===== src/rtl/ap_cam_array_pkg.sv =====
// ap_pkg: opcode encoding shared by the AP CAM array and its users.
package ap_pkg;
    typedef logic [2:0] ap_op_t;
    localparam ap_op_t AP_NOP     = 3'd0;
    localparam ap_op_t AP_WR_ROW  = 3'd1;
    localparam ap_op_t AP_WR_COL  = 3'd2;
    localparam ap_op_t AP_RD_ROW  = 3'd3;
    localparam ap_op_t AP_RD_COL  = 3'd4;
    localparam ap_op_t AP_COMPARE = 3'd5;
    localparam ap_op_t AP_WR_TAG  = 3'd6;
    localparam ap_op_t AP_LOAD    = 3'd7;
endpackage


===== src/rtl/ap_cam_array_prio_enc.sv =====
// ap_prio_enc: lowest set index of a vector plus an any-bit-set flag.
module ap_prio_enc #(
    parameter int DATA_DEPTH     = 16,
    parameter int ADDR_WIDTH_CAM = 8
) (
    input  logic [DATA_DEPTH-1:0]     vec,
    output logic [ADDR_WIDTH_CAM-1:0] idx,
    output logic                      any
);
    always_comb begin
        idx = '0;
        for (int i = DATA_DEPTH - 1; i >= 0; i--)
            if (vec[i]) idx = ADDR_WIDTH_CAM'(i);
        any = |vec;
    end
endmodule


===== src/rtl/ap_cam_array.sv =====
// ap_cam_array: associative-processor CAM bit matrix with per-row tags,
// one command per cycle behind a single-entry registered response.
module ap_cam_array
    import ap_pkg::*;
#(
    parameter int DATA_WIDTH     = 8,
    parameter int DATA_DEPTH     = 16,
    parameter int ADDR_WIDTH_CAM = 8
) (
    input  logic                             clk,
    input  logic                             rstIn,
    input  logic                             cmd_valid,
    output logic                             cmd_ready,
    input  ap_op_t                           cmd_op,
    input  logic                             cmd_acc,
    input  logic [ADDR_WIDTH_CAM-1:0]        cmd_addr,
    input  logic [DATA_WIDTH-1:0]            cmd_row,
    input  logic [DATA_DEPTH-1:0]            cmd_col,
    input  logic [DATA_WIDTH-1:0]            key,
    input  logic [DATA_WIDTH-1:0]            mask,
    input  logic [DATA_WIDTH*DATA_DEPTH-1:0] load_bus,
    output logic                             rsp_valid,
    input  logic                             rsp_ready,
    output logic [DATA_WIDTH-1:0]            rsp_row,
    output logic [DATA_DEPTH-1:0]            rsp_col,
    output logic                             rsp_hit,
    output logic [ADDR_WIDTH_CAM-1:0]        rsp_first,
    output logic                             rsp_err,
    output logic [DATA_DEPTH-1:0]            tag_row,
    output logic [DATA_WIDTH*DATA_DEPTH-1:0] array_q
);
    localparam logic [ADDR_WIDTH_CAM:0] DEPTH_X = (ADDR_WIDTH_CAM+1)'(DATA_DEPTH);
    localparam logic [ADDR_WIDTH_CAM:0] WIDTH_X = (ADDR_WIDTH_CAM+1)'(DATA_WIDTH);

    logic [DATA_WIDTH*DATA_DEPTH-1:0] array_d;
    logic [DATA_DEPTH-1:0]            tag_q, tag_d, match, cmp_tag, rd_col;
    logic [DATA_WIDTH-1:0]            rd_row;
    logic                             rsp_valid_q, rsp_valid_d, rsp_hit_q, rsp_hit_d, rsp_err_q, rsp_err_d;
    logic [DATA_WIDTH-1:0]            rsp_row_q, rsp_row_d;
    logic [DATA_DEPTH-1:0]            rsp_col_q, rsp_col_d;
    logic [ADDR_WIDTH_CAM-1:0]        rsp_first_q, rsp_first_d, first_idx;
    logic                             any_hit, accept, row_ok, col_ok;

    assign cmd_ready = ~rsp_valid_q | rsp_ready;
    assign accept    = cmd_valid & cmd_ready;
    assign row_ok    = {1'b0, cmd_addr} < DEPTH_X;
    assign col_ok    = {1'b0, cmd_addr} < WIDTH_X;

    always_comb begin
        match  = '0;
        rd_row = '0;
        rd_col = '0;
        for (int i = 0; i < DATA_DEPTH; i++) begin
            match[i] = &(~(array_q[i*DATA_WIDTH +: DATA_WIDTH] ^ key) | ~mask);
            if (cmd_addr == ADDR_WIDTH_CAM'(i)) rd_row = array_q[i*DATA_WIDTH +: DATA_WIDTH];
            for (int j = 0; j < DATA_WIDTH; j++)
                if (cmd_addr == ADDR_WIDTH_CAM'(j)) rd_col[i] = array_q[i*DATA_WIDTH + j];
        end
        cmp_tag = cmd_acc ? tag_q & match : match;
    end

    ap_prio_enc #(
        .DATA_DEPTH    (DATA_DEPTH),
        .ADDR_WIDTH_CAM(ADDR_WIDTH_CAM)
    ) u_prio (
        .vec(cmp_tag),
        .idx(first_idx),
        .any(any_hit)
    );

    always_comb begin
        array_d     = array_q;
        tag_d       = tag_q;
        rsp_valid_d = rsp_valid_q & ~rsp_ready;
        rsp_row_d   = rsp_row_q;
        rsp_col_d   = rsp_col_q;
        rsp_hit_d   = rsp_hit_q;
        rsp_first_d = rsp_first_q;
        rsp_err_d   = rsp_err_q;
        if (accept && cmd_op != AP_NOP) begin
            rsp_valid_d = 1'b1;
            rsp_row_d   = '0;
            rsp_col_d   = '0;
            rsp_hit_d   = 1'b0;
            rsp_first_d = '0;
            rsp_err_d   = ((cmd_op == AP_WR_ROW || cmd_op == AP_RD_ROW) && !row_ok) ||
                          ((cmd_op == AP_WR_COL || cmd_op == AP_RD_COL) && !col_ok);
            case (cmd_op)
                AP_WR_ROW:
                    for (int i = 0; i < DATA_DEPTH; i++)
                        if (cmd_addr == ADDR_WIDTH_CAM'(i)) array_d[i*DATA_WIDTH +: DATA_WIDTH] = cmd_row;
                AP_WR_COL:
                    for (int i = 0; i < DATA_DEPTH; i++)
                        for (int j = 0; j < DATA_WIDTH; j++)
                            if (cmd_addr == ADDR_WIDTH_CAM'(j)) array_d[i*DATA_WIDTH + j] = cmd_col[i];
                AP_RD_ROW: rsp_row_d = row_ok ? rd_row : '0;
                AP_RD_COL: rsp_col_d = col_ok ? rd_col : '0;
                AP_COMPARE: begin
                    tag_d       = cmp_tag;
                    rsp_col_d   = cmp_tag;
                    rsp_hit_d   = any_hit;
                    rsp_first_d = first_idx;
                end
                AP_WR_TAG:
                    for (int i = 0; i < DATA_DEPTH; i++)
                        if (tag_q[i])
                            array_d[i*DATA_WIDTH +: DATA_WIDTH] =
                                (array_q[i*DATA_WIDTH +: DATA_WIDTH] & ~mask) | (key & mask);
                AP_LOAD: begin
                    array_d = load_bus;
                    tag_d   = '0;
                end
                default: ;
            endcase
        end
    end

    always_ff @(posedge clk) begin
        if (rstIn) begin
            array_q     <= '0;
            tag_q       <= '0;
            rsp_valid_q <= 1'b0;
            rsp_row_q   <= '0;
            rsp_col_q   <= '0;
            rsp_hit_q   <= 1'b0;
            rsp_first_q <= '0;
            rsp_err_q   <= 1'b0;
        end else begin
            array_q     <= array_d;
            tag_q       <= tag_d;
            rsp_valid_q <= rsp_valid_d;
            rsp_row_q   <= rsp_row_d;
            rsp_col_q   <= rsp_col_d;
            rsp_hit_q   <= rsp_hit_d;
            rsp_first_q <= rsp_first_d;
            rsp_err_q   <= rsp_err_d;
        end
    end

    assign rsp_valid = rsp_valid_q;
    assign rsp_row   = rsp_row_q;
    assign rsp_col   = rsp_col_q;
    assign rsp_hit   = rsp_hit_q;
    assign rsp_first = rsp_first_q;
    assign rsp_err   = rsp_err_q;
    assign tag_row   = tag_q;
endmodule


===== config.mk =====
export PLATFORM = sky130hd
export DESIGN_NAME = ap_cam_array
export DESIGN_NICKNAME = d
export VERILOG_FILES = /design/src/rtl/ap_cam_array_pkg.sv /design/src/rtl/ap_cam_array_prio_enc.sv /design/src/rtl/ap_cam_array.sv
export SDC_FILE = /design/constraint.sdc
export NUM_CORES = 1
export LEC_CHECK = 0
export CORE_AREA = 8 8 226 272
export DETAILED_ROUTE_END_ITERATION = 10
export DIE_AREA = 0 0 234 280
export GPL_TIMING_DRIVEN = 0
export SLEW_MARGIN = 20
export SYNTH_ARGS = -nofsm -noshare
export SYNTH_HDL_FRONTEND = slang
export SYNTH_HIERARCHICAL = 1
export SYNTH_SLANG_ARGS = --single-unit

===== constraint.sdc =====
create_clock -name clk -period 4.2 [get_ports clk]
set_input_delay 0.84 -clock clk [delete_from_list [all_inputs] [get_ports clk]]
set_output_delay 0.84 -clock clk [all_outputs]
set_load 0.02 [all_outputs]

==> results of run 1 <==
## layer usage
layer | GRT usage | share of wire
met1 | 0.426 | 0.39
met2 | 0.548 | 0.44
met3 | 0.0842 | 0.095
met4 | 0.232 | 0.072
met5 | 0 | 0.00019
## critical path, cell delays in order
cell and delay [ps]:
clkdlybuf4s50_1 620, clkbuf_1 560, a22oi_1 530, nand3_1 280, a221oi_1 660, buf_2 290, a21oi_1 80, o311a_1 330
o22ai_1 180, nand3_1 90, a21oi_1 150
## layout make-up
| type | instances | area (sq um) |
|---|---|---|
| clock buffers | 19 | 443 |
| plain buffers | 171 | 772 |
| flip-flops and latches | 179 | 3580 |
| diodes | 3 | 7.51 |
| repair buffers | 357 | 3560 |
| well taps | 742 | 928 |
| multi-input cells | 1537 | 9680 |
| fillers | 6106 | 38200 |
| clock inverters | 11 | 103 |
| inverters | 38 | 143 |
## how the worst max path moves through the flow
stage                               to  depth (start not counted)   startpoint  slack [ps]
after floorplan           rsp_first[0]                         11       key[2]         900
final                     rsp_first[0]                         11      mask[6]         -20
after detailed placement  rsp_first[0]                         11       key[2]        -560
after CTS                 array_q[109]                          9  cmd_addr[4]         0.7
after global routing      array_q[111]                          9  cmd_addr[4]           1
after global placement    rsp_first[0]                         11       key[5]        -760
## where the power goes
group          switching [W]  internal [W]
Combinational        0.00109      0.000617
Clock               0.000828      0.000828
Sequential          0.000274       0.00177
Total                0.00219       0.00322
## metrics by stage
step	hold slack, ps	power (W)	worst slack [ps]	cells
finish	455	0.00541	-20.9	3057
global route	466	0.00551	1.33	3055
CTS	455	0.00533	0.665	3051
detailed placement	446	0.00371	-560	3021
global placement	440	0.00371	-764	3018
floorplan	529	0.00275	904	1925
## cells by family after synthesis
kind of cell              Yosys count
other                               1
buffers and inverters             209
DFF                               179
muxes                              40
AOI/OAI and AO/OA                 676
xor gates and xnor gates          128
and+or+nand+nor                   689
## what timing repair did
item                                    CTS  global route
buffers inserted                          0             2
gates resized for setup                   1             8
pin swaps                                 0             2
endpoints found under the setup margin    1            30
## registers in the layout, indices dropped and copies added, names as in the netlist
| name | count |
|---|---|
| rsp_col | 16 |
| array_q | 128 |
| rsp_err | 1 |
| tag_row | 16 |
| rsp_first | 8 |
| rsp_valid | 1 |
| rsp_row | 8 |
| rsp_hit | 1 |
## cell usage in the layout (no fill, tap or decap), drive strengths merged, types with 7 or more instances in the layout
cell	netlist	final
nand2	113	113
mux2	11	11
buf	66	71
mux2i	27	27
o22ai	34	34
nand3	39	39
nor2	332	332
a222oi	18	18
a21oi	231	231
inv	38	42
nand2b	14	14
a22oi	69	69
a31oi	11	11
o2bb2ai	7	7
dfxtp	179	179
a211oi	39	39
xor2	126	126
nor2b	8	8
clkbuf	105	124
a2111oi	95	95
nor3	125	125
a311oi	18	18
nor4	7	7
a221oi	22	22
o221ai	16	16
o21ai	62	62
clkdlybuf4s50	0	351
==> results.toml, run 1 <==
[final_layout]
utilization = 0.335
drive_gt1_frac = 0.0822
area_growth_pct = 36.1
final_area_sq_um = 19200
nets = 2485

[floorplan]
initial_core_util = 0.246
io_pins = 364
dieArea_sq_um = 65500
fp.dieW_um = 234
die_h_um = 280
rows = 97
core_sq_um = 57400

[sta]
worst_slack_ps = -20.9
finalMaxSlewViolations = 0
post-route-min-period_ps = 4220
rsz0062_at_grt = "false"
finalHoldViolCount = 0
worstMarginPinSlew_ps = 1290
max_freq_ghz = 0.237
fin_crit_sh = 1.00
slew_headroom = 0.135
skew_ps = 22.4
setup_viol = 3
fin_setup_tns_ps = -45.2

[power]
vdd_drop_max_mv = 0.296
p_per_area_nw_per_um2 = 281
power_leakage_nw = 6.57

[global_routing]
grt.total_usage = 0.351
grt_max_degree = 17
grt_overflow = 0
grt_pass1_wl_mm = 159
grt_pass1_vias = 18800
antenna_found_initial = 5

[synthesis]
async_flop_share = 0
muxShareOfSynthArea = 0.0311
syn_avg_cell_area_sq_um = 7.35
synth_most_common_cell = "nor2_1"
yosysWarnings = 6
yosysTopAreaCellShare = 0.254
synth-main-ff-cell = "dfxtp_1"
synth-edff-count = 0
yosys-top-cells-area = "dfxtp_1 (25%), nor2_1 (8.6%), xor2_1 (7.8%)"
synth_compound_area_frac = 0.340
synth_cells = 1922
synth-simple-area-share = 0.232
synth_xor_area_frac = 0.0794
synth_cell_types = 88
synthAdderAreaFrac = 0
yosysTopAreaCell = "dfxtp_1"
ys_seq_area_frac = 0.254
synth_top_family_by_area = "compound AO/OA/AOI/OAI gates"
synth_commonest_cells = "nor2_1 (323), a21oi_1 (219), dfxtp_1 (179)"
synth_area_sq_um = 14100
synth_seq_cells = 179

[clocking]
cts_tree = "yes"
clock-sinks = 179
clk_latency_ps = 510
h-tree-depth = 4
cts_hold_buf = 0
clk_pin_slew_ps = 80
clk_path_buf_depth = 2
cts_buffers = 17
cts_root_buffer = "clkbuf_16"

[worst_setup_path]
start_kind = "input port"
r2r-start = "array_q[35]"
regToRegSetupSlack_ps = 840
crit_fanout = 10
arrival_ps = 4640
critPathKind = "in -> reg"
worstPathRequired_ps = 4620
cp-end-kind = "flip-flop"
r2r_end = "rsp_first[2]"
rr_worst_depth = 9

[worst_hold_path]
hold_path_class = "reg -> reg"
min_to = "rsp_first[7]"
hp-start = "rsp_first[7]"
hold_depth = 2

[drt]
postRouteAntennaNets = 0
first_pass_iters = 7
wl_mm = 119
vias_per_cell = 6.33
wl_per_cell_um = 38.9
dr.first_iter.drc_count = 2746
vias = 19300
remaining_drc_errors = 0

[place]
hpwl_mm = 93.7
gp_congestion = 1.02
placement.io_buffers = 351
dpl_cell_area_sq_um = 18600

[flow_run]
max-cap-violations = 0

[run_status]
outcome = "finished, violations left"
failed_checks = "negative setup slack"
Note: power is estimated with default switching activity, not from simulation.
==> run 2: changes to the inputs <==
Settings changed: CTS_BUF_LIST set to sky130_fd_sc_hd__clkbuf_4 sky130_fd_sc_hd__clkbuf_8 sky130_fd_sc_hd__clkbuf_16, SLEW_MARGIN 20 to not set.
==> run 2 against run 1 <==
The flow still finishes with violations (negative setup slack); worst hold slack worse by 3.2 ps; global-route usage hardly changed; die area stayed put; sequential power hardly changed; power is 2.6% higher; cell count hardly changed; clock skew is 3.7 ps lower; flip-flop and latch count stayed put; highest routed layer unchanged.
==> results.toml, run 2 (synthesis results as in run 1) <==
[floorplan]
dieArea_sq_um = 65500
initial_core_util = 0.246
die_h_um = 280
io_pins = 364
core_sq_um = 57400
fp.dieW_um = 234
rows = 97

[place]
gp_congestion = 1.02
placement.io_buffers = 351
hpwl_mm = 94.2
dpl_cell_area_sq_um = 18600
pre_cts_ws_ps = -775

[global_routing]
grt_busiest_layer = "met2"
grt_max_degree = 17
grtUsageMet1 = 0.434
met2_usage = 0.547
met3_usage = 0.0763
grt_pass1_wl_mm = 160
grt_overflow = 0
antenna_found_initial = 2
grt.total_usage = 0.352
grt_pass1_vias = 18800

[worst_setup_path]
path_delay_family = "buffers and inverters"
r2r_end = "rsp_first[1]"
rr_worst_depth = 10
worstPathRequired_ps = 4520
critPathKind = "in -> reg"
start_kind = "input port"
crit_buf_inv = 3
crit_fanout = 10
cp-end-kind = "flip-flop"
crit_chain = "clkdlybuf4s50_1 > buf_1 > clkbuf_1 > a221oi_1 > nor4_2 > nand3_1 > or3_1 > nand3_1 > a21oi_1"
critical-path-top-cell-by-count = "nand3_1"
regToRegSetupSlack_ps = 530
arrival_ps = 4550
crit_path_top_delay_cell = "buf_1"
crit_path_max_incr_delay_ps = 860
r2r-start = "array_q[118]"

[worst_hold_path]
hp-start = "rsp_hit"
min_to = "rsp_hit"
hold_depth = 2
hold_path_class = "reg -> reg"

[sta]
skew_ps = 18.7
worst_slack_ps = -26.1
setup_viol = 1
rsz0062_at_grt = "true"
post-route-min-period_ps = 4230
finalHoldViolCount = 0
slew_headroom = 0.0505
max_freq_ghz = 0.237
finalMaxSlewViolations = 0
worstMarginPinSlew_ps = 1420
fin_crit_sh = 1.01

[clocking]
cts_hold_buf = 0
h-tree-depth = 4
cts_buffers = 17
cts_tree = "yes"
clk_latency_ps = 480
cts_root_buffer = "clkbuf_16"
clk_pin_slew_ps = 80
clk_path_buf_depth = 2
clock-sinks = 179

[final_layout]
nets = 2487
layout_commonest_cell = "clkdlybuf4s50_1"
largest_register = "array_q"
area_growth_pct = 36.6
drive_gt1_frac = 0.0859
mostFrequentLayoutCells = "clkdlybuf4s50_1 (351), nor2_1 (322), a21oi_1 (219)"
final_area_sq_um = 19300
largest_reg_flops = 128

[drt]
wl_mm = 120
remaining_drc_errors = 0
postRouteAntennaNets = 0
vias_per_cell = 6.32
wl_per_cell_um = 39.1
vias = 19300
dr.first_iter.drc_count = 2654
first_pass_iters = 9

[flow_run]
max-cap-violations = 0

[power]
p_per_area_nw_per_um2 = 288
vdd_drop_max_mv = 0.243
power_leakage_nw = 6.61

[run_status]
outcome = "finished, violations left"
failed_checks = "negative setup slack"
## run 2: cell types whose count changed in the layout (fill, tap and decap cells not counted), moves of 2 or more
cell,previous run,this run
a221oi_1,21,17
buf_4,14,20
buf_2,46,43
a21oi_4,3,1
clkbuf_4,0,2
diode_2,3,1
clkinv_4,0,4
clkinvlp_4,3,1
a221oi_2,1,5
a21oi_2,9,11
clkinv_2,3,1
## run 2: power breakdown
group | internal [W] | switching (W) | total (W)
Combinational | 0.000618 | 0.00110 | 0.00172
Clock | 0.000920 | 0.000867 | 0.00179
Sequential | 0.00177 | 0.000276 | 0.00205
## run 2: worst max path at each step
stage / start / end / slack (ps) / depth (start not counted)
floorplan: key[2] / rsp_first[0] / 900 / 11
CTS: cmd_addr[4] / array_q[104] / 2 / 9
detailed placement: key[5] / rsp_first[0] / -770 / 11
global route: mask[6] / rsp_hit / -30 / 9
global placement: key[5] / rsp_first[0] / -760 / 11
finish: mask[6] / rsp_hit / -30 / 9
## run 2: repair_timing
action	CTS	global route
setup endpoints to repair	5	38
pin swaps	0	3
buffers inserted	0	8
resized for setup	4	12
## run 2: tightest hold or removal path: stages (launching register included)
cell,delay [ps]
dfxtp_1,310
nand2_1,50
a21oi_1,50
## run 2: stage by stage
stage | utilization | cells | TNS [ps] | hold WS (ps) | total power [W]
3_5_place_dp | 0.324 | 3018 | -30680 | 444 | 0.00371
5_1_grt | 0.336 | 3058 | -27.2 | 465 | 0.00563
3_3_place_gp | 0.324 | 3018 | -29110 | 440 | 0.00371
6_report | 0.336 | 3059 | -26.1 | 452 | 0.00555
4_1_cts | 0.334 | 3050 | 0 | 455 | 0.00546
2_1_floorplan | - | 1925 | 0 | 529 | 0.00275
## run 2: area by class of cell
cell class / instances / area, sq um
Antenna cell: 1 / 2.50
Buffer: 171 / 772
Clock buffer: 20 / 454
Clock inverter: 12 / 145
Fill cell: 6151 / 38100
Inverter: 38 / 143
Multi-Input combinational cell: 1537 / 9690
Sequential cell: 179 / 3580
Tap cell: 742 / 928
Timing Repair Buffer: 359 / 3590
## run 2: layer usage
| layer | share of wire | wire length [um] |
|---|---|---|
| met1 | 0.39 | 46400 |
| met2 | 0.44 | 52700 |
| met3 | 0.10 | 11900 |
| met4 | 0.073 | 8780 |
| met5 | 0.00011 | 13 |
